<file path="src/rtl/disp_timer.sv">
// Loadable down-counter; done is high while the count is zero. Load wins over decrement.
// Latency: load value visible next cycle; no backpressure.
module disp_timer #(
    parameter int W = 4
) (
    input  logic         clk,
    input  logic         rst_n,
    input  logic         load,
    input  logic [W-1:0] load_val,
    output logic         done
);

    logic [W-1:0] cnt;

    always_ff @(posedge clk or negedge rst_n) begin
        if (!rst_n) begin
            cnt <= '0;
        end else if (load) begin
            cnt <= load_val;
        end else if (cnt != '0) begin
            cnt <= cnt - 1'b1;
        end
    end

    assign done = (cnt == '0);

endmodule

</file>
<file path="config.mk">
export PLATFORM = sky130hd
export DESIGN_NAME = disp_timer
export DESIGN_NICKNAME = d
export VERILOG_FILES = /design/src/rtl/disp_timer.sv
export SDC_FILE = /design/constraint.sdc
export NUM_CORES = 1
export LEC_CHECK = 0
export BUFFER_PORTS_ARGS = -buffer_cell sky130_fd_sc_hd__buf_4
export CORE_AREA = 2 2 39 41
export CTS_CLUSTER_DIAMETER = 200
export DETAILED_ROUTE_END_ITERATION = 12
export DIE_AREA = 0 0 41 43
export HOLD_SLACK_MARGIN = 0.08
export PLACE_DENSITY_LB_ADDON = 0.08
export SKIP_LAST_GASP = 1
export SYNTH_ARGS = -nofsm -noshare
export SYNTH_HDL_FRONTEND = slang
export SYNTH_SLANG_ARGS = --single-unit
</file>
<file path="constraint.sdc">
create_clock -name clk -period 1.5 [get_ports clk]
set_input_delay 0.225 -clock clk [delete_from_list [all_inputs] [get_ports clk]]
set_output_delay 0.225 -clock clk [all_outputs]
set_load 0.05 [all_outputs]
</file>
=== After elaboration in Yosys (flattened, before gate mapping) ===
Index checks and enable logic that the tools add are counted.

* $add $sub $neg: 1
* Multipliers: 0
* Div/mod/pow operators: 0
* Order comparisons: 0
* Equality and inequality tests: 0
* Shift-type cells: 0
* Muxes and demuxes: 2
* Bitwise gates (word level): 0
* Reduce and logical (&&, ||, !) cells: 3

{| class="wikitable"
|+ Operators with widths
! kind !! number
|-
| $mux W4 || 2
|-
| $logic_not A4 Y1 || 1
|-
| $reduce_bool A4 Y1 || 1
|-
| $sub A4 B1 Y4 const B || 1
|-
| $reduce_bool A2 Y1 || 1
|}

* Register bits after elaboration: 4
* Bits in latches: 0
* Bits in writable memories: 0
* Bits in read-only memories: 0
* Input port bits: 7
* Logic and storage cells: 7
* Memories: 0

=== Longest topological paths before layout ===
Gate-level depths: netlist of run 1.

* Depth in word-level cells: 3
* Mapped depth: 5
* Gate-level depth less buffers: 5

=== Worst setup path after synthesis of run 1 ===
Ideal clock, no wire load.

* Path kind: register to register
* From: reg cnt[0]
* To: reg cnt[1]
* Setup time: 125 ps
* Arrival: 1616 ps
* Setup slack: -240 ps
* Cell stages (with the launch flop): 6
* Buffers on the path: 0
* Cells stage by stage: dfrtp_1 -> inv_1 -> ha_1 -> nor3b_4 -> mux2i_1 -> mux2_2

* Cells in the longest elaborated chain, start to end: 3
* Elaborated cells on any way between the ends: 5
* Classes of those cells: add/sub: 1; mux: 2; reduce/logical: 2

{| class="wikitable"
|+ Ends and longest elaborated chain
! element !! line !! RTL
|-
| start: declaration || 13 || <nowiki>logic [W-1:0] cnt;</nowiki>
|-
| start signal: assignment || 19 || <nowiki>cnt <= load_val;</nowiki>
|-
| start signal: assignment || 21 || <nowiki>cnt <= cnt - 1'b1;</nowiki>
|-
| $sub A4 B1 Y4 || 21 ||
|-
| $mux W4 || 20 || <nowiki>end else if (cnt != '0) begin</nowiki>
|-
| $mux W4 || 18 || <nowiki>end else if (load) begin</nowiki>
|}

Parallel ways exist; a longest one is shown, timed or not. The select of a mux whose other input is x is not followed.
A chain may end at the register's enable or synchronous reset.

=== Final worst setup path of run 1 ===
* From: reg cnt[0]
* To: out done

* Cells in the longest elaborated chain, start to end: 1

{| class="wikitable"
|+ Ends and longest elaborated chain
! element !! line !! RTL
|-
| $logic_not A4 Y1 || 25 || <nowiki>assign done = (cnt == '0);</nowiki>
|-
| end: declaration || 10 || <nowiki>output logic done</nowiki>
|}

No other way between the ends.

==> run summary, run 1 <==
area taken by flip-flops and latches: 100.1 um^2
core area: 1384 um^2
area of the die: 1763 um^2
Worst path slowest cell: sky130_fd_sc_hd__dfrtp_1
actual slew at the worst max-slew pin: 0.2559 ns
area of combinational cells with multiple inputs: 135.1 um^2
Distinct cells, synth: 15
total via count in the routed design: 192
path class of the lowest-slack min-delay path: input port to flip-flop
summed instance area of the synthesized netlist: 234.0 um^2
CP startpoint: cnt[0]
number of inserted filler cells in the final layout: 149
largest registers: cnt: 4 flops
CP Depth: 4
end of the worst register-to-register path: cnt[1]
via count of the first global-routing pass: 198
width of the chip: 41 um
data arrival time at the worst-slack endpoint: 1.23 ns
number of synthesis warnings: 0
total negative setup slack: 0 ns
number of nets still failing antenna checks after routing: 0
maximum buffer depth of the clock tree: 2
total power: 0.0004719 W
initial antenna violation count: 0
CTS HTree Levels: 1
number of placement rows: 14
Slew Limit Headroom: 0.8281
worst-case vdd ir drop: 500.1 uV
RR Startpoint: cnt[0]
Synthesized Nets: 30
final non-filler cell area: 366.6 um^2
clock skew: 0.001170 ns
leakage component of the power: 0.1605 nW
number of iterations in the first detailed-routing pass: 1
final number of setup-violating endpoints: 0
number of top-level pins: 8
largest fanout on the critical path: 3
TritonCTS clock tree: yes
PwrDens: 1287 nW/um^2
detailed router's first-iteration violation count: 0
CP Launch Type: flip-flop
number of max-slew violations in the final report: 0
effective utilization at floorplan: 0.1691
post-synthesis cell count: 22
critical path type: flip-flop to primary output
Largest delay share family, worst path: flip-flops
buffer and inverter count on the worst path: 2
unrepaired setup endpoints after global routing: false
flip-flop count of the largest register after layout: 4
DRC violation count after routing: 0
Clk Latency, worst-skew pair: 0.23 ns
proportion of netlist area held by the largest area contributor: 0.4278
Cell Chain, Critical Path: inv_2 > ha_4 > nor3b_4 > buf_6
final-stage net count: 44
maximum clock rate: 687.9 MHz
sequential element share of the synthesized area: 0.4278
delay of the slowest critical-path stage: 0.37 ns
vertical die dimension: 43 um
overall track demand over capacity in global routing: 0.06761
final critical-path share of the clock period: 0.9691
cell types with the largest area share after synthesis: sky130_fd_sc_hd__dfrtp_1 43%, sky130_fd_sc_hd__mux2i_1 8.6%, sky130_fd_sc_hd__nor3b_4 8.0%, sky130_fd_sc_hd__ha_1 5.3%, sky130_fd_sc_hd__mux2_2 4.8%
outcome: finished, final reports clean
Largest Register: cnt
Final Critical Period: 1.454 ns
final weighted congestion of routability-driven global placement: 0.6519
clock transition time at the flip-flop clock pins of the worst setup and hold paths: 0.04 ns
antenna diode count: 0
# placed instances: 44
number of clock sinks seen by CTS: 4
non-filler cells, final: 50
Layout area overhead: 56.68%
Overflow after GRT: 0
WL final: 453 um
proportion of layout cells with a drive suffix above 1: 0.5000
PortBufs: 7
worst setup path endpoint: done
syn avg cell area: 10.64 um^2
wire length per cell: 9.060 um
cells on worst reg2reg path: 6
crit end category: primary output
WP data required: 1.27 ns
area leader, netlist: sky130_fd_sc_hd__dfrtp_1
vias per inst: 3.840
first-pass GRT wire length: 731 um
Hold Vio Cnt, Final: 0
Placement Cell Area: 305.3 um^2
setup slack of the worst register-to-register path: 0.09 ns
pin count of the biggest net entering global routing: 9
number of buffers added by the clock tree synthesis step: 3
register bit total from synthesis: 4
number of max-capacitance violations reported: 0
root buf cell: sky130_fd_sc_hd__clkbuf_4
## through the flow
step / hold WS, ns / worst slack (ns) / utilization
final: 0.2302 / 0.04636 / 0.2649
after global routing: 0.2372 / 0.0009740 / 0.2649
after CTS: 0.2272 / 0.003833 / 0.2595
after detailed placement: 0.02285 / 0.1059 / 0.2206
after global placement: 0.02263 / 0.1048 / 0.2206
after floorplan: -0.07059 / -0.2102 / -
## how the worst min path moves through the flow
stage,startpoint,cells after the start,to
2_1_floorplan,rst_n,0,cnt[0]
3_3_place_gp,rst_n,1,cnt[2]
3_5_place_dp,rst_n,1,cnt[2]
4_1_cts,load_val[2],3,cnt[2]
5_1_grt,load_val[1],2,cnt[1]
6_report,load_val[2],3,cnt[2]
## area by class of cell
class                   instances  share of cell area
clock buffers                   3             0.06143
inverters                       2             0.02048
multi-input cells              15              0.3686
flip-flops and latches          4              0.2730
well taps                      16             0.05461
repair buffers                 10              0.2218
## Yosys cell counts
library cell,n
sky130_fd_sc_hd__ha_1,1
sky130_fd_sc_hd__o21ai_1,1
sky130_fd_sc_hd__nand2_1,2
sky130_fd_sc_hd__inv_1,2
sky130_fd_sc_hd__nor3b_4,1
sky130_fd_sc_hd__mux2i_1,2
sky130_fd_sc_hd__nor3_1,2
sky130_fd_sc_hd__nor2b_1,1
sky130_fd_sc_hd__mux2_2,1
sky130_fd_sc_hd__o21ai_0,1
sky130_fd_sc_hd__nor3b_1,1
sky130_fd_sc_hd__clkbuf_1,1
sky130_fd_sc_hd__a221o_1,1
sky130_fd_sc_hd__xnor2_1,1
sky130_fd_sc_hd__dfrtp_1,4
## metal layers
metal  wire [um]  track usage  vias to the layer above
met1         187      0.07843                       88
li1            -            -                      100
met3          29      0.01571                        0
met5           0            0                        -
met2         236      0.08750                        4
met4           0      0.08000                        0
## where the power goes
group | leakage (nW) | total, W | internal [W] | switching (W)
logic | 0.0987 | 0.000189 | 0.000105 | 0.0000835
registers | 0.0480 | 0.000155 | 0.000133 | 0.0000225
clock network | 0.0138 | 0.000128 | 0.0000891 | 0.0000388
## tightest hold or removal path, delay by kind of cell
| kind | cells | cell delay, ns |
|---|---|---|
| simple gates | 1 | 0.04 |
| buf+inv | 1 | 0.08 |
| compound gates | 1 | 0.07 |
## timing repair
action                                 in CTS  in global routing
hold buffers                                1                  0
buffers inserted                            1                  1
setup endpoints to repair                   1                  1
endpoints found under the hold margin       4                  0
cloned                                      0                  0
pin swaps                                   1                  0
resized for setup                           2                  1
## placed cells by master, fill, tap and decap left out
cell type                       count
sky130_fd_sc_hd__ha_4               1
sky130_fd_sc_hd__o21ai_1            1
sky130_fd_sc_hd__dlygate4sd3_1      1
sky130_fd_sc_hd__xnor2_1            1
sky130_fd_sc_hd__nor3b_4            1
sky130_fd_sc_hd__nor2b_1            1
sky130_fd_sc_hd__o21ai_0            1
sky130_fd_sc_hd__clkbuf_4           3
sky130_fd_sc_hd__nor3b_1            1
sky130_fd_sc_hd__mux2i_1            2
sky130_fd_sc_hd__inv_2              2
sky130_fd_sc_hd__dfrtp_1            4
sky130_fd_sc_hd__nor3_1             2
sky130_fd_sc_hd__nand2_1            2
sky130_fd_sc_hd__a221o_1            1
sky130_fd_sc_hd__mux2_2             1
sky130_fd_sc_hd__buf_4              8
sky130_fd_sc_hd__buf_6              1
## cells by family (layout without fill, tap and decap cells)
logic type,Yosys count,count (layout),share of synthesized area
xor gates and xnor gates,1,1,0.03744
and+or+nand+nor,7,7,0.2140
muxes,3,3,0.1337
buffers and inverters,3,15,0.04812
AOI/OAI and AO/OA,3,3,0.08552
adders and majority gates,1,1,0.05347
DFF,4,4,0.4278
No activity file was read; power rests on OpenSTA's default activity.
==> run 2, diff against run 1 <==
CELL_PAD_IN_SITES_DETAIL_PLACEMENT = 0   (was not set)
CELL_PAD_IN_SITES_GLOBAL_PLACEMENT = 1   (was not set)
CTS_CLUSTER_SIZE = 28   (was not set)
MAX_ROUTING_LAYER = met4   (was not set)
==> run 2 against run 1 <==
Compared with the run above:
- utilization increased by 1.6 points
- die area stayed put
- sequential share of layout area fell by 1.6 points
- critical path type unchanged
- critical endpoint unchanged
- largest power group unchanged
==> run summary, run 2 (synthesized netlist as in run 1, its figures left out) <==
total via count in the routed design: 209 (+8.9%)
Slew Limit Headroom: 0.8153 (-0.01279)
initial antenna violation count: 0 (unchanged)
largest fanout on the critical path: 3 (unchanged)
end of the worst register-to-register path: cnt[1]
delay of the slowest critical-path stage: 0.38 ns (about the same)
Final Critical Period: 1.479 ns (+0.02581 ns)
cells on worst reg2reg path: 6 (unchanged)
CP startpoint: cnt[1]
setup slack of the worst register-to-register path: 0.09 ns (about the same)
flip-flop count of the largest register after layout: 4 (unchanged)
maximum clock rate: 675.9 MHz (-1.7%)
CP Launch Type: flip-flop
width of the chip: 41 um (unchanged)
final critical-path share of the clock period: 0.9863 (+0.01721)
non-filler cells, final: 53 (+6.0%)
first-pass GRT wire length: 903 um (+24%)
via count of the first global-routing pass: 227 (+15%)
critical path type: flip-flop to primary output
clock transition time at the flip-flop clock pins of the worst setup and hold paths: 0.03 ns (about the same)
unrepaired setup endpoints after global routing: true
Hold Vio Cnt, Final: 0 (unchanged)
TritonCTS clock tree: yes
proportion of layout cells with a drive suffix above 1: 0.5405 (+0.04054)
PortBufs: 7 (unchanged)
number of nets still failing antenna checks after routing: 0 (unchanged)
number of placement rows: 14 (unchanged)
Overflow after GRT: 0 (unchanged)
crit end category: primary output
most common cell after layout, fill and taps aside: sky130_fd_sc_hd__buf_4
root buf cell: sky130_fd_sc_hd__clkbuf_4
CTS HTree Levels: 1 (unchanged)
vias per inst: 3.943 (+2.7%)
WP data required: 1.27 ns (about the same)
data arrival time at the worst-slack endpoint: 1.25 ns (+0.02 ns)
source of the worst hold timing path: load_val[2]
leading cell types in the layout, fill and taps excluded: 11 x sky130_fd_sc_hd__buf_4, 4 x sky130_fd_sc_hd__dfrtp_1, 3 x sky130_fd_sc_hd__clkbuf_4
outcome: finished, final reports clean
final number of setup-violating endpoints: 0 (unchanged)
worst-case vdd ir drop: 487.5 uV (-2.5%)
number of max-capacitance violations reported: 0 (unchanged)
effective utilization at floorplan: 0.1691 (unchanged)
actual slew at the worst max-slew pin: 0.2749 ns (+0.01903 ns)
antenna diode count: 0 (unchanged)
buffer and inverter count on the worst path: 2 (unchanged)
Clk Latency, worst-skew pair: 0.23 ns (about the same)
number of iterations in the first detailed-routing pass: 1 (unchanged)
leakage component of the power: 0.1757 nW (+9.5%)
Layout area overhead: 66.31%
clock skew: 0.0009419 ns (-0.0002281 ns)
Detail Placement HPWL: 399.3 um
number of clock sinks seen by CTS: 4 (unchanged)
number of max-slew violations in the final report: 0 (unchanged)
Cell Chain, Critical Path: inv_2 > ha_4 > nor3b_4 > buf_6
path class of the lowest-slack min-delay path: input port to flip-flop
number of top-level pins: 8 (unchanged)
Endpoint, Worst Hold: cnt[2]
overall track demand over capacity in global routing: 0.07955 (+0.01194)
vertical die dimension: 43 um (unchanged)
area of the die: 1763 um^2 (unchanged)
DRC violation count after routing: 0 (unchanged)
Worst path slowest cell: sky130_fd_sc_hd__dfrtp_1
RR Startpoint: cnt[1]
largest registers: cnt: 4 flops
Largest Register: cnt
number of cells on the worst hold path: 3 (unchanged)
Largest delay share family, worst path: flip-flops
final-stage net count: 47 (+6.8%)
core area: 1384 um^2 (unchanged)
pin count of the biggest net entering global routing: 9 (unchanged)
final weighted congestion of routability-driven global placement: 0.6194 (-5.0%)
total negative setup slack: 0 ns (unchanged)
# placed instances: 44 (unchanged)
WL final: 534 um (+18%)
wire length per cell: 10.08 um (+11%)
detailed router's first-iteration violation count: 0 (unchanged)
PwrDens: 1286 nW/um^2 (-0.12%)
number of buffers added by the clock tree synthesis step: 3 (unchanged)
maximum buffer depth of the clock tree: 2 (unchanged)
## run 2: cell count changes in the layout (fill, tap and decap cells not counted), sizes merged
cell,delta
buf,+3
## run 2: worst register-to-register path: stages, from the launching register on
cell	delay, ns
sky130_fd_sc_hd__dfrtp_1	0.38
sky130_fd_sc_hd__inv_2	0.08
sky130_fd_sc_hd__ha_4	0.13
sky130_fd_sc_hd__nor3b_4	0.23
sky130_fd_sc_hd__buf_4	0.15
sky130_fd_sc_hd__mux2i_1	0.06
sky130_fd_sc_hd__mux2_2	0.26
## run 2: where the power goes
part | switching, W | leakage (nW) | internal (W)
clock network | 0.0000378 | 0.0138 | 0.0000891
logic | 0.0000903 | 0.114 | 0.000125
registers | 0.0000253 | 0.0480 | 0.000133
total | 0.000153 | 0.176 | 0.000347
## run 2: layer usage
layer,vias up,part of all wire,track usage
met2,3,0.55,0.1000
met1,100,0.42,0.1075
met3,0,0.028,0.01571
met4,0,0,0.06000
li1,106,-,-
met5,-,0,-
## run 2: final cells by class
type                       instances  area, um^2
sequential                         4       100.1
timing repair buffer              13       103.9
inverter                           2       7.507
fill                             160       994.7
multi-input combinational         15       135.1
tap                               16       20.02
clock buffer                       3       22.52
## run 2: worst max path at each step
stage                         to  slack [ns]  cells after the start
after floorplan           cnt[1]       -0.21                      5
after detailed placement  cnt[1]        0.10                      5
after CTS                   done       -0.03                      4
after global placement    cnt[1]        0.08                      5
final                       done        0.02                      4
after global routing        done       -0.03                      4
## run 2: repair_timing
| action | CTS | global route |
|---|---|---|
| endpoints found under the setup margin | 1 | 1 |
| setup buffers | 2 | 3 |
| hold buffers | 1 | 0 |
| hold endpoints to repair | 4 | 0 |
| gates resized for setup | 3 | 0 |
| pin swaps | 1 | 1 |
## run 2: metrics by stage
stage	hold WS [ns]	setup slack, ns	total power (W)	instance area (um^2)	utilization
final	0.2072	0.02054	0.0005003	389.1	0.2812
after global routing	0.2176	-0.02546	0.0005388	389.1	0.2812
after CTS	0.2038	-0.03297	0.0004834	366.6	0.2649
after detailed placement	0.02396	0.1021	0.0003109	305.3	0.2206
after global placement	0.02657	0.08293	0.0003157	305.3	0.2206
after floorplan	-0.07059	-0.2102	0.0002692	236.5	-
